## src/rtl/pipe_stage_hs.sv

```systemverilog
// Handshaked pipeline stage register with stall/flush and NOP bubble insertion.
// Define PIPE_STAGE_SKID_EN to add a skid entry that registers the upstream ready path.
//
// state    | meaning
// ---------+-------------------------------------------------
// ST_EMPTY | no entry held, output shows NOP_VALUE
// ST_ONE   | main register holds the output payload
// ST_TWO   | main and skid both full (skid build only)
module pipe_stage_hs #(
    parameter int               WIDTH     = 64,
    parameter logic [WIDTH-1:0] NOP_VALUE = {WIDTH{1'b0}}
) (
    input  logic             clk,
    input  logic             rst,
    input  logic             flush_flag_i,
    input  logic             stall_flag_i,
    input  logic             in_valid_i,
    output logic             in_ready_o,
    input  logic [WIDTH-1:0] in_data_i,
    output logic             out_valid_o,
    input  logic             out_ready_i,
    output logic [WIDTH-1:0] out_data_o,
    output logic [1:0]       occupancy_o
);

`ifdef PIPE_STAGE_SKID_EN
    typedef enum logic [1:0] {
        ST_EMPTY = 2'd0,
        ST_ONE   = 2'd1,
        ST_TWO   = 2'd2
    } state_t;
`else
    typedef enum logic [1:0] {
        ST_EMPTY = 2'd0,
        ST_ONE   = 2'd1
    } state_t;
`endif

    state_t           state;
    logic [WIDTH-1:0] main_q;
`ifdef PIPE_STAGE_SKID_EN
    logic [WIDTH-1:0] skid_q;
`endif
    logic             in_fire;
    logic             out_fire;

    // Encoding equals the entry count, so occupancy is the state register itself.
    assign occupancy_o = state;
    assign out_valid_o = (state != ST_EMPTY);
    // main_q is forced to NOP_VALUE whenever the stage drains, keeping out_data_o a pure register.
    assign out_data_o  = main_q;

`ifdef PIPE_STAGE_SKID_EN
    assign in_ready_o = ~rst & ~stall_flag_i & ~flush_flag_i & (state != ST_TWO);
`else
    assign in_ready_o = ~rst & ~stall_flag_i & ~flush_flag_i & (~out_valid_o | out_ready_i);
`endif

    assign in_fire  = in_valid_i & in_ready_o;
    assign out_fire = out_valid_o & out_ready_i & ~stall_flag_i & ~flush_flag_i;

    always_ff @(posedge clk) begin
        if (rst || flush_flag_i) begin
            state  <= ST_EMPTY;
            main_q <= NOP_VALUE;
`ifdef PIPE_STAGE_SKID_EN
            skid_q <= NOP_VALUE;
`endif
        end else if (!stall_flag_i) begin
            case (state)
                ST_EMPTY: begin
                    if (in_fire) begin
                        state  <= ST_ONE;
                        main_q <= in_data_i;
                    end
                end
                ST_ONE: begin
                    if (in_fire && out_fire) begin
                        main_q <= in_data_i;
`ifdef PIPE_STAGE_SKID_EN
                    end else if (in_fire) begin
                        state  <= ST_TWO;
                        skid_q <= in_data_i;
`endif
                    end else if (out_fire) begin
                        state  <= ST_EMPTY;
                        main_q <= NOP_VALUE;
                    end
                end
`ifdef PIPE_STAGE_SKID_EN
                ST_TWO: begin
                    if (out_fire) begin
                        state  <= ST_ONE;
                        main_q <= skid_q;
                        skid_q <= NOP_VALUE;
                    end
                end
`endif
                default: begin
                    state  <= ST_EMPTY;
                    main_q <= NOP_VALUE;
                end
            endcase
        end
    end

endmodule

```

## config.mk

```make
export PLATFORM = sky130hd
export DESIGN_NAME = pipe_stage_hs
export DESIGN_NICKNAME = d
export VERILOG_FILES = /design/src/rtl/pipe_stage_hs.sv
export SDC_FILE = /design/constraint.sdc
export NUM_CORES = 1
export LEC_CHECK = 0
export CORE_MARGIN = 3
export CORE_UTILIZATION = 50
export DETAILED_ROUTE_END_ITERATION = 16
export DONT_BUFFER_PORTS = 1
export GPL_TIMING_DRIVEN = 0
export PLACE_DENSITY = 0.65
export RECOVER_POWER = 100
export SLEW_MARGIN = 20
export SYNTH_ARGS = -nofsm -noshare
export SYNTH_HDL_FRONTEND = slang
export SYNTH_SLANG_ARGS = --single-unit
```

## constraint.sdc

```tcl
create_clock -name clk -period 1.8 [get_ports clk]
set_clock_uncertainty 0.15 [all_clocks]
set_input_delay 0.18 -clock clk [delete_from_list [all_inputs] [get_ports clk]]
set_output_delay 0.18 -clock clk [all_outputs]
set_load 0.01 [all_outputs]
```

# After elaboration in Yosys (flattened, before gate mapping)

Cells that the tools add are included.

Output and inout port bits: 68
Flip-flop bits (word level): 66

Bitwise gates (word level): 12
Equal/unequal tests: 5
Mux-type cells: 8
Reductions and logical operators: 6

Operators with widths:

| operator                                                         | number |
|---|---|
| 64-bit 2-to-1 mux                                                | 3 |
| 64-bit case mux with 2 select lines                              | 1 |
| 1-bit bitwise AND                                                | 7 |
| 2-bit 2-to-1 mux                                                 | 3 |
| 2-bit != test (second input constant)                            | 3 |
| 1-bit NOT                                                        | 4 |
| 2-bit case mux with 2 select lines                               | 1 |
| 4-bit AND reduction                                              | 1 |
| 3-bit != test (second input constant)                            | 1 |
| 3-bit AND reduction                                              | 1 |
| 2-bit by 1-bit == test with 1-bit output (second input constant) | 1 |
| 2-bit zero test                                                  | 1 |
| 2-bit nonzero test                                               | 1 |
| 1-bit logical AND                                                | 1 |
| 1-bit logical OR                                                 | 1 |
| 1-bit bitwise OR                                                 | 1 |

# Logic depth before layout (Yosys ltp)

Depth after elaboration: 8
Gate-level depth with buffers: 5

# Least setup slack after synthesis

Ideal clock, no wire load.

Path type: flip-flop to flip-flop
From: register state[0] (netlist: occupancy_o[0])
To: register main_q[0] (netlist: out_data_o[0])
Arrival time: 1.402 ns
Cell stages (with the launch flop): 5
Path buffers: 1
Slack: 0.189 ns
Setup time: 0.059 ns
Period minus slack after synthesis: 1.611 ns
Data required time: 1.591 ns
Cells stage by stage: dfxtp_1 -> mux2_2 -> a21oi_2 -> buf_2 -> a22o_1

Longest elaborated chain between the ends: 8
Elaborated cells between the ends (all ways): 16
Those cells by class: 3 x eq/ne; 2 x mux; 7 x bitwise; 4 x reduce/logical

Ends and longest elaborated chain:

| what                                                                                        | line | source |
|---|---|---|
| from (decl)                                                                                 | 39   | `state_t state;` |
| from (signal assigned)                                                                      | 64   | `state <= ST_EMPTY;` |
| from (signal assigned)                                                                      | 73   | `state <= ST_ONE;` |
| from (signal assigned)                                                                      | 86   | `state <= ST_EMPTY;` |
| 2-bit nonzero test                                                                          | 49   | `assign out_valid_o = (state != ST_EMPTY);` |
| 1-bit NOT                                                                                   | 56   | `assign in_ready_o = ~rst & ~stall_flag_i & ~flush_flag_i & (~out_valid_o \| out_ready_i);` |
| 1-bit bitwise OR                                                                            | 56   |  |
| 1-bit bitwise AND                                                                           | 56   |  |
| 1-bit bitwise AND                                                                           | 59   | `assign in_fire = in_valid_i & in_ready_o;` |
| 1-bit logical AND                                                                           | 78   | `if (in_fire && out_fire) begin` |
| 3-bit != test (no source line) or 64-bit 2-to-1 mux (tied branches)                         | -    |  |
| 3-bit AND reduction (no source line) or 64-bit case mux with 2 select lines (tied branches) | -    |  |
| to (signal assigned)                                                                        | 74   | `main_q <= in_data_i;` |
| to (signal assigned)                                                                        | 79   | `main_q <= in_data_i;` |
| to (decl)                                                                                   | 40   | `logic [WIDTH-1:0] main_q;` |

Several ways; a longest one is shown, not always the timed one.
A chain may end at the register's enable or synchronous reset.

# Worst setup path after layout

From: register state[0] (netlist: occupancy_o[0])
To: register main_q[35] (netlist: out_data_o[35])

The elaborated chain is that of the path after synthesis.

==> run summary <==
The fraction of synthesized cell area in xor and xnor cells came out at 0. Setup repair after global routing left no endpoint under its margin. Peak supply drop: 0.000656 V. The number of distinct library cells after synthesis was 16; the share of the synthesized area in compound gates (AO/OA/AOI/OAI) was 0.280. The number of instances in the placed design was 204; the number of maximum-capacitance constraint violations was 0. Class of the worst hold path: in2reg. The combined global-route utilization of all metal layers came out at 0.236. Delay contributed by the slowest stage of the critical path: 0.39 ns. For this run, the top clock speed supported by timing is 576 MHz.

The run gives 0 as the yosys synthesis warning count. For the leakage power, the log shows 1.24 nW. Ranked by instance count, the synthesized netlist is headed by 65 x sky130_fd_sc_hd__dfxtp_1, 64 x sky130_fd_sc_hd__a22o_1, 7 x sky130_fd_sc_hd__buf_6, 6 x sky130_fd_sc_hd__buf_2. The run gives -0.110 ns as the worst slack at placement.

The total die area is 0.00494 sq mm. Initial antenna violation count: 0. The starting density of the core is 0.540. The flow ran to the end, and the final reports show no timing, DRC or antenna violations.

For the pin with the worst max-slew slack, the measured transition is 0.587 ns. The type of element capturing the critical path is a flop. In this run the deepest clock path goes through 2 buffers. The worst slew margin relative to its limit was 0.607; the final instance area was 0.00303 sq mm. The synthesized design spends more area on one cell type than any other, namely sky130_fd_sc_hd__dfxtp_1. Across all register-to-register paths, the minimum setup slack is 0.06 ns. The layout has 211 filler cells. After floorplanning, the core was divided into 22 placement rows. The share of cells above drive strength 1 was 0.143. The vertical die dimension was 70.3 microns. Once detailed placement completed, the half-perimeter wirelength came to 3340 microns.

Kind of critical path: reg2reg. The worst-skew pair later-pin latency is 0.32 ns, and the clock transition time at the flip-flop clock pins of the worst setup and hold paths is 0.06 ns. In this run the standard cell core region covers 0.00383 sq mm.

Walking the worst path, the cells encountered are mux2_1 > a21oi_4 > clkbuf_4 > clkbuf_4 > a22o_1. Of all nets on the critical path, the largest fanout is 8. Dividing the detail-routed wire length by the instance count gives 20.2 microns. The logs give 5 for the first-pass iteration count of the detailed router and 0.00207 sq mm for the post-synthesis instance area.

For the worst setup path, the data required time is 1.91 ns. The number of input and output port buffers inserted was 0. Final-report max-slew violation count: 0. Net count of the finished layout: 309. STA classifies the critical path startpoint as a flop. The number of DRC markers after the initial detailed-route iteration was 69. The share of synthesized registers carrying an async set or reset was 0; the power per cell area was 930 mW/mm^2.

CTS saw 65 sinks. Measured along the x axis, the die boundary spans 70.3 microns. The fraction of synthesized area in multiplexers is 0.00545.

By area, the combinational part of the netlist is dominated by compound AO/OA/AOI/OAI gates. The top cell type's share of synthesized area is 0.630. For this design, the slowest cell found on the critical path is sky130_fd_sc_hd__dfxtp_2. Once detail routing completed, the nets flagged for antenna violations numbered 0.

Ranked by total cell area, the synthesized netlist is headed by sky130_fd_sc_hd__dfxtp_1 63%, sky130_fd_sc_hd__a22o_1 27%, sky130_fd_sc_hd__buf_6 3.8%. The worst path meets setup with 0.0648 ns of slack. The wire length after detailed routing was 5890 microns; the number of storage elements in the synthesis netlist was 65. In the routed design, unresolved DRC markers number 0. The synthesized design contains 0 enable-type register cells. The number of global-route vias before repair is 1734, and the number of antenna repair diodes is 0. Number of H-tree levels: 3.

The shortest period the worst path allows was 1.74 ns. Buffers inserted during clock tree synthesis total 9. The tools report the clock tree root driver cell as sky130_fd_sc_hd__clkbuf_8. Once placement finished, the instance area stood at 0.00213 sq mm. The total number of vias was 1655; the final setup violation count was 0. The logs give 292 for the post-layout instance count excluding filler cells and 1.84 ns for the critical path data arrival time. The first global-routing pass estimated 8880 microns of wire. For the number of instances in the synthesized netlist, the log shows 156.

In the synthesized netlist the dominant register cell turns out to be sky130_fd_sc_hd__dfxtp_1. Cell with the most instances after synthesis: sky130_fd_sc_hd__dfxtp_1. During I/O placement, the number of pins put on the boundary was 138. The register area share after synthesis came out at 0.630. The dominant cell type by count on the critical path was sky130_fd_sc_hd__clkbuf_4. Dividing the detail-routed via count by the number of cells gives 5.67.

The share of the clock period used by the worst path was 0.964; the final hold violation count was 0. The average instance in the mapped netlist occupies 13.2 sq um. Relative to the synthesized area, the layout overhead comes to 46.4%. The net count after synthesis is 226, and the total congestion overflow after global routing is 0.

The simple-gate share of the synthesized area was 0.0194. Entering global routing, the biggest net connects 11 pins. Post-synthesis share of cell area spent on full adders, half adders and majority gates: 0. TritonCTS built the clock tree. The routability congestion estimate was 0.770.
-- cells in the final DEF, fill, tap and decap left out --
cell,synthesis,layout
sky130_fd_sc_hd__dlygate4sd3_1,0,68
sky130_fd_sc_hd__a22o_1,64,64
sky130_fd_sc_hd__dfxtp_1,65,64
sky130_fd_sc_hd__clkbuf_8,0,11
sky130_fd_sc_hd__buf_6,7,7
sky130_fd_sc_hd__clkbuf_4,0,5
sky130_fd_sc_hd__buf_4,2,4
sky130_fd_sc_hd__clkbuf_1,0,3
sky130_fd_sc_hd__clkinv_2,0,3
sky130_fd_sc_hd__inv_1,2,2
sky130_fd_sc_hd__buf_2,6,2
sky130_fd_sc_hd__or2_1,1,1
sky130_fd_sc_hd__nor2b_1,1,1
sky130_fd_sc_hd__nor3_1,1,1
sky130_fd_sc_hd__mux2_1,0,1
sky130_fd_sc_hd__a21oi_4,0,1
sky130_fd_sc_hd__nand2b_1,1,1
sky130_fd_sc_hd__nor3_4,1,1
sky130_fd_sc_hd__o21ai_0,1,1
sky130_fd_sc_hd__a21oi_1,1,1
sky130_fd_sc_hd__conb_1,1,1
sky130_fd_sc_hd__dfxtp_2,0,1
-- stage by stage --
stage	util	setup TNS, ns	power (W)	hold slack (ns)
3_3_place_gp	0.556	-2.90	0.00163	0.156
5_1_grt	0.791	0	0.00291	0.238
3_5_place_dp	0.556	-4.97	0.00164	0.159
6_report	0.791	0	0.00282	0.238
4_1_cts	0.781	0	0.00282	0.144
2_1_floorplan	-	0	0.00161	0.156
-- area by class of cell --
| class | count | area, sq um | area share |
|---|---|---|---|
| well taps | 48 | 60.1 | 0.0198 |
| repair buffers | 72 | 711 | 0.235 |
| inverters | 2 | 7.51 | 0.00248 |
| plain buffers | 15 | 130 | 0.0430 |
| clock buffers | 13 | 159 | 0.0525 |
| clock inverters | 3 | 15.0 | 0.00496 |
| flip-flops and latches | 65 | 1300 | 0.430 |
| multi-input cells | 74 | 642 | 0.212 |
-- metal layers --
metal,part of all wire,track usage
met1,0.37,0.257
met2,0.50,0.387
met3,0.11,0.0935
met4,0.025,0.132
met5,0,0
-- sequential cells by signal, summed over array words and instances, names as in the netlist --
name / cells
occupancy_o: 1
out_data_o: 64
-- critical path: cells and delay by family, from the launching register on --
family	cells	cell delay [ns]
buffers and inverters	2	0.31
AOI/OAI and AO/OA	2	0.42
DFF	1	0.39
muxes	1	0.39
-- cell families (layout without fill, tap and decap cells) --
logic type,Yosys count,count (layout)
AO/OA/AOI/OAI,67,67
flip-flops,65,65
buffers and inverters,17,105
AND/OR/NAND/NOR,5,5
other,1,1
multiplexers,1,1
-- worst paths after layout --
path,start,cells after the start,end
setup / recovery,occupancy_o[0]$_SDFFE_PP0P_,5,out_data_o[35]$_SDFFE_PP0P_
hold / removal,rst,4,out_data_o[36]$_SDFFE_PP0P_
setup reg to reg,occupancy_o[0]$_SDFFE_PP0P_,5,out_data_o[35]$_SDFFE_PP0P_
hold reg to reg,out_data_o[11]$_SDFFE_PP0P_,1,out_data_o[11]$_SDFFE_PP0P_
-- power breakdown --
part	leakage [nW]	switching (W)	internal, W
clock	0.0932	0.000501	0.000569
combinational	0.622	0.0000835	0.000148
sequential	0.527	0.0000416	0.00147
total	1.24	0.000626	0.00219
-- timing repair --
action | CTS | global route
hold buffers | 68 | 0
gates resized for setup | 1 | 7
setup endpoints to repair | 60 | 60
hold endpoints to repair | 65 | 0
pin swaps | 1 | 1
setup buffers | 0 | 4
No activity file was read; power rests on OpenSTA's default activity.
